--- config.mk ---
export PLATFORM = sky130hd
export DESIGN_NAME = uart_autobaud_ctrl
export DESIGN_NICKNAME = d
export VERILOG_FILES = /design/src/rtl/uart_pkg.sv /design/src/rtl/uart_rx_sync.sv /design/src/rtl/uart_autobaud_ctrl.sv
export SDC_FILE = /design/constraint.sdc
export NUM_CORES = 1
export LEC_CHECK = 0
export ABC_AREA = 1
export CAP_MARGIN = 0
export CORE_ASPECT_RATIO = 0.5
export CORE_MARGIN = 3
export CORE_UTILIZATION = 51
export CTS_BUF_LIST = sky130_fd_sc_hd__clkbuf_2
export CTS_CLUSTER_SIZE = 14
export DETAILED_ROUTE_END_ITERATION = 10
export GPL_TIMING_DRIVEN = 1
export HOLD_SLACK_MARGIN = 0.08
export PLACE_DENSITY = 0.69
export SLEW_MARGIN = 25
export SYNTH_ARGS = -nofsm -noshare
export SYNTH_HDL_FRONTEND = slang
export SYNTH_SLANG_ARGS = --single-unit
--- constraint.sdc ---
create_clock -name clk_i -period 5.24 [get_ports clk_i]
set_input_delay 0.786 -clock clk_i [delete_from_list [all_inputs] [get_ports clk_i]]
set_output_delay 0.786 -clock clk_i [all_outputs]
set_load 0.01 [all_outputs]
--- src/rtl/uart_pkg.sv ---
// rtl/uart_pkg.sv - shared types and constants for the autobaud controller
package uart_pkg;

  typedef enum logic [2:0] {
    IDLE,
    ARM,
    MEASURE,
    SETTLE,
    VERIFY,
    LOCKED,
    ERROR
  } state_t;

  localparam logic [1:0] ERR_NONE    = 2'b00;
  localparam logic [1:0] ERR_TIMEOUT = 2'b01;
  localparam logic [1:0] ERR_RANGE   = 2'b10;
  localparam logic [1:0] ERR_VERIFY  = 2'b11;

  // 100 MHz / 115200 baud
  localparam int UART_DEFAULT_DIV = 868;

endpackage

--- src/rtl/uart_rx_sync.sv ---
// rtl/uart_rx_sync.sv - two-flop synchronizer for the raw rx line with falling-edge pulse
module uart_rx_sync (
  input  logic clk_i,
  input  logic rstn_i,
  input  logic rx_i,
  output logic rx_level_o,
  output logic fall_o
);

  // sh[0..1] synchronize, sh[2] is the edge-detect history; idle line is high
  logic [2:0] sh;

  always_ff @(posedge clk_i or negedge rstn_i) begin
    if (!rstn_i) sh <= 3'b111;
    else         sh <= {sh[1:0], rx_i};
  end

  assign rx_level_o = sh[1];
  assign fall_o     = sh[2] & ~sh[1];

endmodule

--- src/rtl/uart_autobaud_ctrl.sv ---
// rtl/uart_autobaud_ctrl.sv - measures the host bit period from a sync char, programs and confirms uart_rx
module uart_autobaud_ctrl
  import uart_pkg::*;
#(
  parameter int             DIV_W       = 16,
  parameter int             DEFAULT_DIV = UART_DEFAULT_DIV,
  parameter int             MIN_DIV     = 16,
  parameter logic [7:0]     SYNC_BYTE   = 8'h55,
  parameter int             TIMEOUT_CYC = 2**24
) (
  input  logic             clk_i,
  input  logic             rstn_i,
  input  logic             rx_i,
  input  logic             start_i,
  input  logic             rx_done_tick_i,
  input  logic [7:0]       rx_data_i,
  output logic [DIV_W-1:0] baud_div_o,
  output logic             rx_rstn_o,
  output logic             busy_o,
  output logic             locked_o,
  output logic             err_o,
  output logic [1:0]       err_code_o
);

  localparam int CNT_W = DIV_W + 3;
  localparam int TMR_W = $clog2(TIMEOUT_CYC + 1);
  localparam logic [CNT_W:0]   DIV_LO  = (CNT_W+1)'(MIN_DIV);
  localparam logic [CNT_W:0]   DIV_HI  = (CNT_W+1)'((1 << DIV_W) - 1);
  localparam logic [TMR_W-1:0] TMR_END = TMR_W'(TIMEOUT_CYC - 1);

  logic rx_level, rx_fall;

  uart_rx_sync u_sync (
    .clk_i      (clk_i),
    .rstn_i     (rstn_i),
    .rx_i       (rx_i),
    .rx_level_o (rx_level),
    .fall_o     (rx_fall)
  );

  state_t           state_q, state_n;
  logic [CNT_W-1:0] cnt_q, cnt_n;
  logic [2:0]       edges_q, edges_n;
  logic [TMR_W-1:0] timer_q, timer_n;
  logic [DIV_W:0]   high_q, high_n;
  logic [DIV_W-1:0] div_q, div_n;
  logic [DIV_W-1:0] good_q, good_n;
  logic [1:0]       code_q, code_n;
  logic             rx_rstn_q, busy_q, locked_q, err_q;

  logic [CNT_W:0]   span;
  logic [CNT_W:0]   div_calc;
  logic [DIV_W:0]   high_inc;
  logic             timeout;

  // span includes this cycle, so it equals the cycle distance between edge 1 and edge 5
  assign span     = {1'b0, cnt_q} + 1'b1;
  assign div_calc = (span + (CNT_W+1)'(4)) >> 3;
  assign high_inc = high_q + 1'b1;
  assign timeout  = (timer_q == TMR_END);

  always_comb begin
    state_n = state_q;
    cnt_n   = cnt_q;
    edges_n = edges_q;
    timer_n = timer_q;
    high_n  = high_q;
    div_n   = div_q;
    good_n  = good_q;
    code_n  = code_q;

    case (state_q)
      IDLE, LOCKED, ERROR: begin
        if (start_i) begin
          state_n = ARM;
          cnt_n   = '0;
          edges_n = '0;
          timer_n = '0;
          code_n  = ERR_NONE;
        end
      end
      ARM: begin
        cnt_n   = '0;
        edges_n = '0;
        timer_n = timer_q + 1'b1;
        if (rx_fall) begin
          state_n = MEASURE;
          edges_n = 3'd1;
        end else if (timeout) begin
          state_n = ERROR;
          code_n  = ERR_TIMEOUT;
        end
      end
      MEASURE: begin
        cnt_n = cnt_q + 1'b1;
        if (&cnt_q) begin
          state_n = ERROR;
          code_n  = ERR_RANGE;
        end else if (rx_fall) begin
          edges_n = edges_q + 1'b1;
          if (edges_q == 3'd4) begin
            if (div_calc < DIV_LO || div_calc > DIV_HI) begin
              state_n = ERROR;
              code_n  = ERR_RANGE;
            end else begin
              state_n = SETTLE;
              div_n   = div_calc[DIV_W-1:0];
              high_n  = '0;
            end
          end
        end
      end
      SETTLE: begin
        // needs an unbroken high run of stop bit plus one idle bit
        if (!rx_level || rx_fall) begin
          high_n = '0;
        end else if (high_inc >= {div_q, 1'b0}) begin
          state_n = VERIFY;
          timer_n = '0;
        end else begin
          high_n = high_inc;
        end
      end
      VERIFY: begin
        timer_n = timer_q + 1'b1;
        if (rx_done_tick_i) begin
          if (rx_data_i == SYNC_BYTE) begin
            state_n = LOCKED;
            good_n  = div_q;
          end else begin
            state_n = ERROR;
            code_n  = ERR_VERIFY;
          end
        end else if (timeout) begin
          state_n = ERROR;
          code_n  = ERR_TIMEOUT;
        end
      end
      default: state_n = IDLE;
    endcase

    if (state_n == ERROR && state_q != ERROR) div_n = good_q;
  end

  always_ff @(posedge clk_i or negedge rstn_i) begin
    if (!rstn_i) begin
      state_q   <= IDLE;
      cnt_q     <= '0;
      edges_q   <= '0;
      timer_q   <= '0;
      high_q    <= '0;
      div_q     <= DIV_W'(DEFAULT_DIV);
      good_q    <= DIV_W'(DEFAULT_DIV);
      code_q    <= ERR_NONE;
      rx_rstn_q <= 1'b1;
      busy_q    <= 1'b0;
      locked_q  <= 1'b0;
      err_q     <= 1'b0;
    end else begin
      state_q   <= state_n;
      cnt_q     <= cnt_n;
      edges_q   <= edges_n;
      timer_q   <= timer_n;
      high_q    <= high_n;
      div_q     <= div_n;
      good_q    <= good_n;
      code_q    <= code_n;
      rx_rstn_q <= !(state_n inside {ARM, MEASURE, SETTLE});
      busy_q    <= state_n inside {ARM, MEASURE, SETTLE, VERIFY};
      locked_q  <= (state_n == LOCKED);
      err_q     <= (state_n == ERROR);
    end
  end

  assign baud_div_o = div_q;
  assign rx_rstn_o  = rx_rstn_q;
  assign busy_o     = busy_q;
  assign locked_o   = locked_q;
  assign err_o      = err_q;
  assign err_code_o = code_q;

endmodule

==> summary.txt, run 1 <==
most used cell, CP - nand2_1
H-tree level count - 3
Async SR Flop Fraction - 100%
Post-Route WL - 16,200 microns
Die H - 87.1 microns
first-pass GRT wire length - 27,600 microns
total negative slack - 0 ns
clock power share - 18.3%
Avg Cell Area, Syn - 7.37 sq um
top routing layer in use - met4
Slew HR - 45.8%
wire length on met2 - 7130 microns
compound-gate portion of the synthesized area - 10.4%
clock sinks - 108
Layout area overhead - 8.93%
Top Ports - 35
CTS Buffer Depth - 2
total design power - 2.42 mW
ys flop type - dfrtp_1
Flop pwr share - 42.4%
Sw Ratio - 41.9%
CTS clk-pin slew, worst paths - 0.31 ns
Adder-Cell Fraction of Synth Area - 3.92%
Vias/cell - 5.43
largest net degree at the start of global routing - 74
synthesized instance count - 909
# diodes - 0
Final Setup Violations - 0
Final HPWL DP - 12,000 microns
Ys Warns - 0
Clk Latency, worst-skew pair - 0.62 ns
First-pass DRT Iterations - 5
die width - 168 microns
commonest non-fill, non-tap cells in the layout - nand2_1 (203), inv_1 (134), nor2_1 (94), dfrtp_1 (94), nand3_1 (77)
sw power - 1.02 mW
Period minus WS final - 4.62 ns
Int Power - 1.41 mW
Post-Syn Area - 0.00670 sq mm
Synth cell types - 43
hold_buf cts - 0
gr usage total - 23.0%
core area - 0.0123 sq mm
synthesized flop and latch total - 108
most common cell after layout, fill and taps aside - nand2_1
crit-path leading delay family - simple AND/OR/NAND/NOR gates
final hold violations - 0
synthesized net count - 943
fin nets - 971
Final Non-Filler Cells - 1,107
postcts setup bufs - 0
DP Cell Count - 1,090
Combinational Power Share - 39.3%
Worst setup EP type - flip-flop
mux cell area share after synthesis - 0.168%
Met3 Routed Length - 784 microns
fin crit share - 88.1%
vias in the first global route - 5,743
1st-iter DRT viols - 374
RSZ-0062 raised after global routing - no
main combinational cell family by area after synthesis - simple AND/OR/NAND/NOR gates
# port buffers - 34
WP buf/inv - 2
die area - 0.0146 sq mm
CTS tree - built
max-cap violation count - 0
TritonCTS Buffers - 9
post-synthesis xor/xnor area fraction - 3.27%
share of cells above drive strength 1 - 6.16%
EDFF count, synth - 0
Peak Freq - 217 MHz
Worst EP arrival - 5.13 ns
Leakage Power - 3.38 nW
Vias - 6,014
GRT overflow - 0
Hold Path Class - in -> async
WP data required - 5.75 ns
WS Path Type - reg -> reg
Routed Antenna Nets - 0
Root Driver - clkbuf_2
met1 WL - 8080 microns
DRC viols - 0
DR WL/cell - 14.6 microns
initial antenna violation count - 0
status - finished clean
maximum VDD drop - 0.000163 V
Placer Congestion - 0.921
row count - 28
simple-gate share of the synthesized area - 32.0%
CP max stage cell - nor2_1
CP startpoint kind - flip-flop
Slew Viols, Final - 0
Slew @ Worst Pin - 0.813 ns
CP max FO - 32
Setup Skew - 0.0471 ns
PwrDens - 332 mW/mm^2
Seq/Total Area, Yosys - 40.6%
Resized Gates After CTS - 0
delay of the slowest critical-path stage - 0.53 ns
Initial Utilization - 54.5%
state kept, by name, indices dropped and copies added, names as in the netlist:
name / cells
timer_q: 25
cnt_q: 19
high_q: 17
baud_div_o: 16
good_q: 16
edges_q: 3
state_q: 3
u_sync.sh: 3
err_code_o: 2
busy_o: 1
err_o: 1
locked_o: 1
rx_rstn_o: 1
per-layer routing:
metal	track usage [%]	up-vias
li1	-	3042
met1	32.6	2810
met2	36.8	144
met3	4.40	18
met4	5.79	0
met5	0	-
final timing paths:
kind / from / end / cells past startpoint / slack, ns
worst max-delay path: high_q[0]$_DFFE_PN0P_ / baud_div_o[3]$_DFFE_PN0P_ / 26 / 0.62
worst min-delay path: rstn_i / timer_q[3]$_DFFE_PN0P_ / 1 / 0.11
worst max register to register: high_q[0]$_DFFE_PN0P_ / baud_div_o[3]$_DFFE_PN0P_ / 26 / 0.62
worst min register to register: u_sync.sh[0]$_DFF_PN1_ / u_sync.sh[1]$_DFF_PN1_ / 0 / 0.37
max in group asynchronous: rstn_i / good_q[9]$_DFFE_PN1P_ / 2 / 4.19
min in group clk_i: u_sync.sh[0]$_DFF_PN1_ / u_sync.sh[1]$_DFF_PN1_ / 0 / 0.37
synth_stat cells (4+ instances only):
cell type  count  area share (%)
a21oi_1       52             3.9
inv_1        134             7.5
dfrtp_1       94              35
nand3_1       77             5.8
buf_6          4            0.67
buf_2          5            0.37
nor2_1        95             5.3
nand2_2        5            0.47
o21a_1         4            0.45
o21ai_1        5            0.37
dfstp_2       14             5.5
ha_1          21             3.9
xor2_1        22             2.9
clkbuf_1       9            0.50
o21ai_0       48             3.6
nand4_1       37             3.5
o22ai_1        6            0.56
nand2_1      203              11
nor3_1        25             1.9
nor4_1         8            0.75
cell families after synthesis:
family                   Yosys count
buffers and inverters            159
AND/OR/NAND/NOR                  468
XOR/XNOR                          25
adder cells (fa/ha/maj)           21
multiplexers                       1
flip-flops                       108
AO/OA/AOI/OAI                    127
area by class of cell:
type                            instances  area, sq um
Sequential cell                       108         2720
Inverter                              138          518
Tap cell                              165          206
Multi-Input combinational cell        642         3340
Timing Repair Buffer                   38          380
Clock buffer                           12         60.1
Clock inverter                          4         75.1
Fill cell                            1110         5000
worst register-to-register path: stages, from the launching register on:
cell and delay, ns:
dfrtp_1 0.45, ha_1 0.19, nand3_1 0.13, nor3_1 0.26, nand2_1 0.08, nor2_1 0.17, nand3_1 0.14, nor2_1 0.21
nand4_1 0.16, nor2_1 0.14, xor2_1 0.10, ha_1 0.34, nand2_1 0.09, inv_1 0.05, nand3_1 0.08, nor3_1 0.14
nand2_1 0.07, nand3_1 0.14, nand2_1 0.07, nand2_1 0.20, inv_1 0.07, nor2_1 0.53, nor2_8 0.16, nand3_4 0.33
nand2_1 0.11, nand2_1 0.07, nand2_1 0.05
per-stage QoR:
stage	utilization (%)	setup WS (ns)	instance area (sq um)	hold WS, ns
5_1_grt	59.4	0.0911	7300	0.0848
3_5_place_dp	58.1	0.684	7140	0.347
4_1_cts	59.2	0.622	7280	0.270
2_1_floorplan	-	1.44	6700	0.345
3_3_place_gp	58.1	0.813	7140	0.346
6_report	59.4	0.624	7300	0.114
power by group through the flow:
stage | logic, mW | clock network, mW | registers, mW
6_report | 0.954 | 0.444 | 1.03
3_3_place_gp | 0.924 | 0 | 1.04
5_1_grt | 1.07 | 0.489 | 1.04
2_1_floorplan | 0.636 | 0 | 1.03
4_1_cts | 0.946 | 0.455 | 1.03
3_5_place_dp | 0.939 | 0 | 1.04
(Power assumes the default switching activity.)
==> inputs of run 2 (changes only) <==
- CORE_ASPECT_RATIO: 0.5 -> unset
- PLACE_DENSITY: 0.69 -> 0.7
==> run 2 against run 1 <==
Sequential power is essentially flat. First-iteration DRC count is 30% higher. Routed wire length is 4.0% lower. Critical endpoint is now baud_div_o[0]$_DFFE_PN0P_. Largest cell class unchanged. Highest routed layer unchanged.
==> summary.txt, run 2 (same netlist as run 1, synthesis figures left out) <==
Worst Setup Slack, final - 0.586 ns (was 0.624 ns)
Worst EP arrival - 5.19 ns (was 5.13 ns)
fillers - 1,259 (was 1,110)
max-cap violation count - 0 (unchanged)
Top Ports - 35 (unchanged)
WS Path Type - reg -> reg (unchanged)
placed inst area - 0.00715 sq mm (was 0.00714 sq mm)
Vias - 5,975 (was 6,014)
FF-to-FF path depth - 26 (unchanged)
TritonCTS Buffers - 9 (unchanged)
DRC viols - 0 (unchanged)
clock sinks - 108 (unchanged)
CTS clk-pin slew, worst paths - 0.31 ns (about the same)
Root Driver - clkbuf_2 (unchanged)
most common cell after layout, fill and taps aside - nand2_1 (unchanged)
Layout area overhead - 9.17% (was 8.93%)
Peak Freq - 215 MHz (was 217 MHz)
commonest non-fill, non-tap cells in the layout - nand2_1 (203), inv_1 (134), nor2_1 (94), dfrtp_1 (94), nand3_1 (77) (unchanged)
initial antenna violation count - 1 (was 0)
PwrDens - 326 mW/mm^2 (was 332 mW/mm^2)
post-route cell area - 0.00731 sq mm (was 0.00730 sq mm)
Vias/cell - 5.35 (was 5.43)
die width - 121 microns (was 168 microns)
total design power - 2.38 mW (was 2.42 mW)
GRT overflow - 0 (unchanged)
Hold Startpoint - u_sync.sh[0]$_DFF_PN1_
Final Setup Violations - 0 (unchanged)
maximum VDD drop - 0.000256 V (was 0.000163 V)
reg-to-reg endpoint - baud_div_o[0]$_DFFE_PN0P_ (was baud_div_o[3]$_DFFE_PN0P_)
CTS Buffer Depth - 2 (unchanged)
DR WL/cell - 13.9 microns (was 14.6 microns)
Final HPWL DP - 11,700 microns (was 12,000 microns)
R2R setup slack - 0.59 ns (was 0.62 ns)
core area - 0.0127 sq mm (was 0.0123 sq mm)
row count - 41 (was 28)
1st-iter DRT viols - 485 (was 374)
Slew Viols, Final - 0 (unchanged)
Worst Hold Path Cells - 0
total negative slack - 0 ns (unchanged)
R2R Path Start - high_q[0]$_DFFE_PN0P_ (unchanged)
Biggest register - timer_q (unchanged)
share of cells above drive strength 1 - 6.15% (was 6.16%)
Top Registers - timer_q (25), cnt_q (19), high_q (17) (unchanged)
Worst setup EP type - flip-flop (unchanged)
H-tree level count - 3 (unchanged)
CTS tree - built (unchanged)
Worst Hold End - u_sync.sh[1]$_DFF_PN1_
Hold Path Class - reg -> reg (was in -> async)
WP data required - 5.78 ns (was 5.75 ns)
Setup Skew - 0.0315 ns (was 0.0471 ns)
Clk Latency, worst-skew pair - 0.63 ns (was 0.62 ns)
Leakage Power - 3.38 nW (about the same)
Slew HR - 47.6% (was 45.8%)
Min Hold Slack - 0.383 ns (was 0.114 ns)
largest net degree at the start of global routing - 73 (was 74)
Placer Congestion - 0.910 (was 0.921)
Post-Route WL - 15,600 microns (was 16,200 microns)
First-pass DRT Iterations - 7 (was 5)
final hold violations - 0 (unchanged)
CP max FO - 32 (unchanged)
postcts setup bufs - 0 (unchanged)
vias in the first global route - 5,584 (was 5,743)
status - finished clean (unchanged)
fin crit share - 88.8% (was 88.1%)
fin nets - 972 (was 971)
Period minus WS final - 4.65 ns (was 4.62 ns)
Setup WS pre-CTS - 0.671 ns (was 0.684 ns)
die area - 0.0145 sq mm (was 0.0146 sq mm)
gr usage total - 22.5% (was 23.0%)
max reg flops - 25 (unchanged)
Routed Antenna Nets - 0 (unchanged)
# port buffers - 34 (unchanged)
Initial Utilization - 52.7% (was 54.5%)
first-pass GRT wire length - 26,700 microns (was 27,600 microns)
Slew @ Worst Pin - 0.786 ns (was 0.813 ns)
CP startpoint kind - flip-flop (unchanged)
Die H - 121 microns (was 87.1 microns)
RSZ-0062 raised after global routing - no (unchanged)
## run 2: worst max path at each step
stage                          start                   endpoint  slack [ns]  cells past startpoint
4_1_cts        high_q[0]$_DFFE_PN0P_  baud_div_o[5]$_DFFE_PN1P_        0.62                     26
3_3_place_gp   high_q[0]$_DFFE_PN0P_  baud_div_o[5]$_DFFE_PN1P_        0.80                     26
2_1_floorplan  high_q[0]$_DFFE_PN0P_  baud_div_o[3]$_DFFE_PN0P_        1.44                     27
6_report       high_q[0]$_DFFE_PN0P_  baud_div_o[0]$_DFFE_PN0P_        0.59                     26
3_5_place_dp   high_q[0]$_DFFE_PN0P_  baud_div_o[4]$_DFFE_PN0P_        0.67                     26
5_1_grt        high_q[0]$_DFFE_PN0P_  baud_div_o[2]$_DFFE_PN1P_        0.12                     26
## run 2: report_power, final
group          switching [mW]  internal, mW  leakage, nW
clock                   0.299         0.116       0.0663
sequential             0.0921         0.939         1.39
combinational           0.630         0.305         1.93
## run 2: metrics by stage
| step | cells | util [%] |
|---|---|---|
| after global routing | 1116 | 57.5 |
| after CTS | 1113 | 57.2 |
| after global placement | 1097 | 56.2 |
| after floorplan | 909 | - |
| after detailed placement | 1097 | 56.2 |
| final | 1116 | 57.5 |
## run 2: final cells by class
cell class	instances	area, sq um	area share [%]
Clock inverter	6	72.6	0.992
Inverter	138	518	7.08
Multi-Input combinational cell	642	3340	45.6
Clock buffer	10	50.0	0.684
Sequential cell	108	2720	37.2
Tap cell	172	215	2.94
Timing Repair Buffer	39	398	5.44
Antenna cell	1	2.50	0.0342
## run 2: critical path, cell delays in order, from the launching register on
cell,delay [ns]
dfrtp_1,0.45
ha_1,0.19
nand3_1,0.12
nor3_1,0.28
nand2_1,0.09
nor2_1,0.18
nand3_1,0.14
nor2_1,0.24
nand4_1,0.15
nor2_1,0.14
xor2_1,0.10
ha_1,0.33
nand2_1,0.08
inv_1,0.05
nand3_1,0.08
nor3_1,0.15
nand2_1,0.07
nand3_1,0.12
nand2_1,0.06
nand2_1,0.19
inv_1,0.07
nor2_1,0.55
nor2_8,0.17
nand3_4,0.33
nand2_1,0.10
nand2_1,0.07
nand2_1,0.05
## run 2: what timing repair did
item                                    CTS  global route
endpoints found under the setup margin    0             0
endpoints found under the hold margin     0            17
hold buffers                              0             1
gates resized for setup                   0             0
## run 2: per-layer routing
metal,GRT usage [%],up-vias,share of wire [%]
met5,0,-,0
met4,5.38,0,1.4
met3,4.96,16,4.7
met2,34.9,145,45
met1,32.3,2783,49
li1,-,3031,-
==> inputs of run 3 (changes only) <==
- CTS_BUF_LIST: sky130_fd_sc_hd__clkbuf_2 -> unset
==> run 3 against run 2 <==
Non-clock buffer count fell by 1. Combinational power grew 0.6%. Clock skew is 0.027 ns lower. Critical path type unchanged.
==> summary.txt, run 3 (same netlist as run 1, synthesis figures left out) <==
die area - 0.0145 sq mm (unchanged)
Peak Freq - 217 MHz (was 215 MHz)
reg-to-reg endpoint - baud_div_o[5]$_DFFE_PN1P_ (was baud_div_o[0]$_DFFE_PN0P_)
Leakage Power - 3.45 nW (was 3.38 nW)
max reg flops - 25 (unchanged)
Root Driver - clkbuf_16 (was clkbuf_2)
PwrDens - 358 mW/mm^2 (was 326 mW/mm^2)
maximum VDD drop - 0.000325 V (was 0.000256 V)
CP max stage cell - nor2_1 (unchanged)
delay of the slowest critical-path stage - 0.55 ns (about the same)
initial antenna violation count - 0 (was 1)
commonest non-fill, non-tap cells in the layout - nand2_1 (203), inv_1 (134), nor2_1 (94), dfrtp_1 (94), nand3_1 (77) (unchanged)
Post-Route WL - 15,800 microns (was 15,600 microns)
flip-flop and latch area - 0.00272 sq mm (unchanged)
Period minus WS final - 4.60 ns (was 4.65 ns)
Final Setup Violations - 0 (unchanged)
crit-path leading delay family - simple AND/OR/NAND/NOR gates (unchanged)
DP Cell Count - 1,097 (unchanged)
Vias - 5,998 (was 5,975)
Biggest register - timer_q (unchanged)
share of cells above drive strength 1 - 6.05% (was 6.15%)
WP buf/inv - 2 (unchanged)
# diodes - 0 (was 1)
Placer Congestion - 0.910 (unchanged)
Final Non-Filler Cells - 1,114 (was 1,116)
Die H - 121 microns (unchanged)
vias in the first global route - 5,639 (was 5,584)
fin crit share - 87.8% (was 88.8%)
R2R Path Start - high_q[0]$_DFFE_PN0P_ (unchanged)
most used cell, CP - nand2_1 (unchanged)
Clk Latency, worst-skew pair - 0.36 ns (was 0.63 ns)
max-cap violation count - 0 (unchanged)
Slew HR - 48.3% (was 47.6%)
largest net degree at the start of global routing - 73 (unchanged)
Worst EP arrival - 4.89 ns (was 5.19 ns)
Layout area overhead - 11.7% (was 9.17%)
total negative slack - 0 ns (unchanged)
TritonCTS Buffers - 9 (unchanged)
core area - 0.0127 sq mm (unchanged)
row count - 41 (unchanged)
CTS tree - built (unchanged)
Top Registers - timer_q (25), cnt_q (19), high_q (17) (unchanged)
fillers - 1,221 (was 1,259)
RSZ-0062 raised after global routing - no (unchanged)
first-pass GRT wire length - 27,000 microns (was 26,700 microns)
gr usage total - 22.9% (was 22.5%)
Worst setup EP type - flip-flop (unchanged)
hold_buf cts - 0 (unchanged)
post-route cell area - 0.00748 sq mm (was 0.00731 sq mm)
CTS clk-pin slew, worst paths - 0.07 ns (was 0.31 ns)
CP startpoint kind - flip-flop (unchanged)
H-tree level count - 3 (unchanged)
Final HPWL DP - 11,700 microns (unchanged)
Slew @ Worst Pin - 0.776 ns (was 0.786 ns)
placed inst area - 0.00715 sq mm (unchanged)
clock sinks - 108 (unchanged)
R2R setup slack - 0.64 ns (was 0.59 ns)
Vias/cell - 5.38 (was 5.35)
status - finished clean (unchanged)
GRT overflow - 0 (unchanged)
fin nets - 971 (was 972)
Slew Viols, Final - 0 (unchanged)
die width - 121 microns (unchanged)
DRC viols - 0 (unchanged)
Routed Antenna Nets - 0 (unchanged)
# port buffers - 34 (unchanged)
Setup Skew - 0.00493 ns (was 0.0315 ns)
WP data required - 5.53 ns (was 5.78 ns)
Resized Gates After CTS - 0 (unchanged)
most common cell after layout, fill and taps aside - nand2_1 (unchanged)
Initial Utilization - 52.7% (unchanged)
final hold violations - 0 (unchanged)
DR WL/cell - 14.2 microns (was 13.9 microns)
CP max FO - 32 (unchanged)
multi-input logic area - 0.00334 sq mm (unchanged)
postcts setup bufs - 0 (unchanged)
FF-to-FF path depth - 26 (unchanged)
Hold Path Class - in -> async (was reg -> reg)
Top Ports - 35 (unchanged)
CTS Buffer Depth - 2 (unchanged)
First-pass DRT Iterations - 5 (was 7)
1st-iter DRT viols - 489 (was 485)
WS Path Type - reg -> reg (unchanged)
## run 3: changes by cell type in the layout (fill, tap and decap cells not counted)
cell and delta:
clkbuf_2 -10, clkbuf_16 +9, clkbuf_1 +1, diode_2 -1, dlygate4sd3_1 -1
## run 3: cell type report
class                           instances  share of cell area (%)
Clock buffer                           10                    3.06
Clock inverter                          6                   0.970
Inverter                              138                    6.92
Multi-Input combinational cell        642                    44.6
Sequential cell                       108                    36.4
Tap cell                              172                    2.88
Timing Repair Buffer                   38                    5.18
## run 3: power by group
group | internal (mW) | switching (mW) | total, mW | leakage (nW)
registers | 0.938 | 0.0924 | 1.03 | 1.39
logic | 0.305 | 0.636 | 0.941 | 1.92
clock network | 0.375 | 0.331 | 0.707 | 0.137
## run 3: worst reg2reg max path: stages (launching register included)
cell and delay (ns):
dfrtp_1 0.38, ha_1 0.19, nand3_1 0.12, nor3_1 0.28, nand2_1 0.09, nor2_1 0.17
nand3_1 0.14, nor2_1 0.25, nand4_1 0.15, nor2_1 0.14, xor2_1 0.10, ha_1 0.34
nand2_1 0.08, inv_1 0.05, nand3_1 0.07, nor3_1 0.14, nand2_1 0.07, nand3_1 0.12
nand2_1 0.06, nand2_1 0.19, inv_1 0.07, nor2_1 0.55, nor2_8 0.17, nand3_4 0.33
nand2_1 0.14, nand2_1 0.09, nand2_1 0.05
## run 3: worst max-delay path by stage
stage	from	end	slack, ns	cells past startpoint
3_5_place_dp	high_q[0]$_DFFE_PN0P_	baud_div_o[4]$_DFFE_PN0P_	0.67	26
2_1_floorplan	high_q[0]$_DFFE_PN0P_	baud_div_o[3]$_DFFE_PN0P_	1.44	27
6_report	high_q[0]$_DFFE_PN0P_	baud_div_o[5]$_DFFE_PN1P_	0.64	26
5_1_grt	high_q[0]$_DFFE_PN0P_	baud_div_o[4]$_DFFE_PN0P_	0.15	26
3_3_place_gp	high_q[0]$_DFFE_PN0P_	baud_div_o[5]$_DFFE_PN1P_	0.80	26
4_1_cts	high_q[0]$_DFFE_PN0P_	baud_div_o[5]$_DFFE_PN1P_	0.65	26
## run 3: per-layer routing
| layer | routed length, microns | part of all wire, % | vias to the layer above | global-route usage, % |
|---|---|---|---|---|
| li1 | - | - | 3038 | - |
| met1 | 7720 | 49 | 2770 | 32.4 |
| met2 | 7030 | 45 | 167 | 35.7 |
| met3 | 783 | 5.0 | 23 | 5.38 |
| met4 | 267 | 1.7 | 0 | 5.81 |
| met5 | 0 | 0 | - | 0 |
## run 3: per-stage QoR
step / power, mW / worst slack, ns / util [%] / hold WS, ns
after CTS: 2.69 / 0.651 / 58.6 / 0.365
after global routing: 2.85 / 0.150 / 58.8 / 0.305
after global placement: 1.96 / 0.799 / 56.2 / 0.346
final: 2.68 / 0.641 / 58.8 / 0.299
after detailed placement: 1.97 / 0.671 / 56.2 / 0.354
after floorplan: 1.67 / 1.44 / - / 0.345
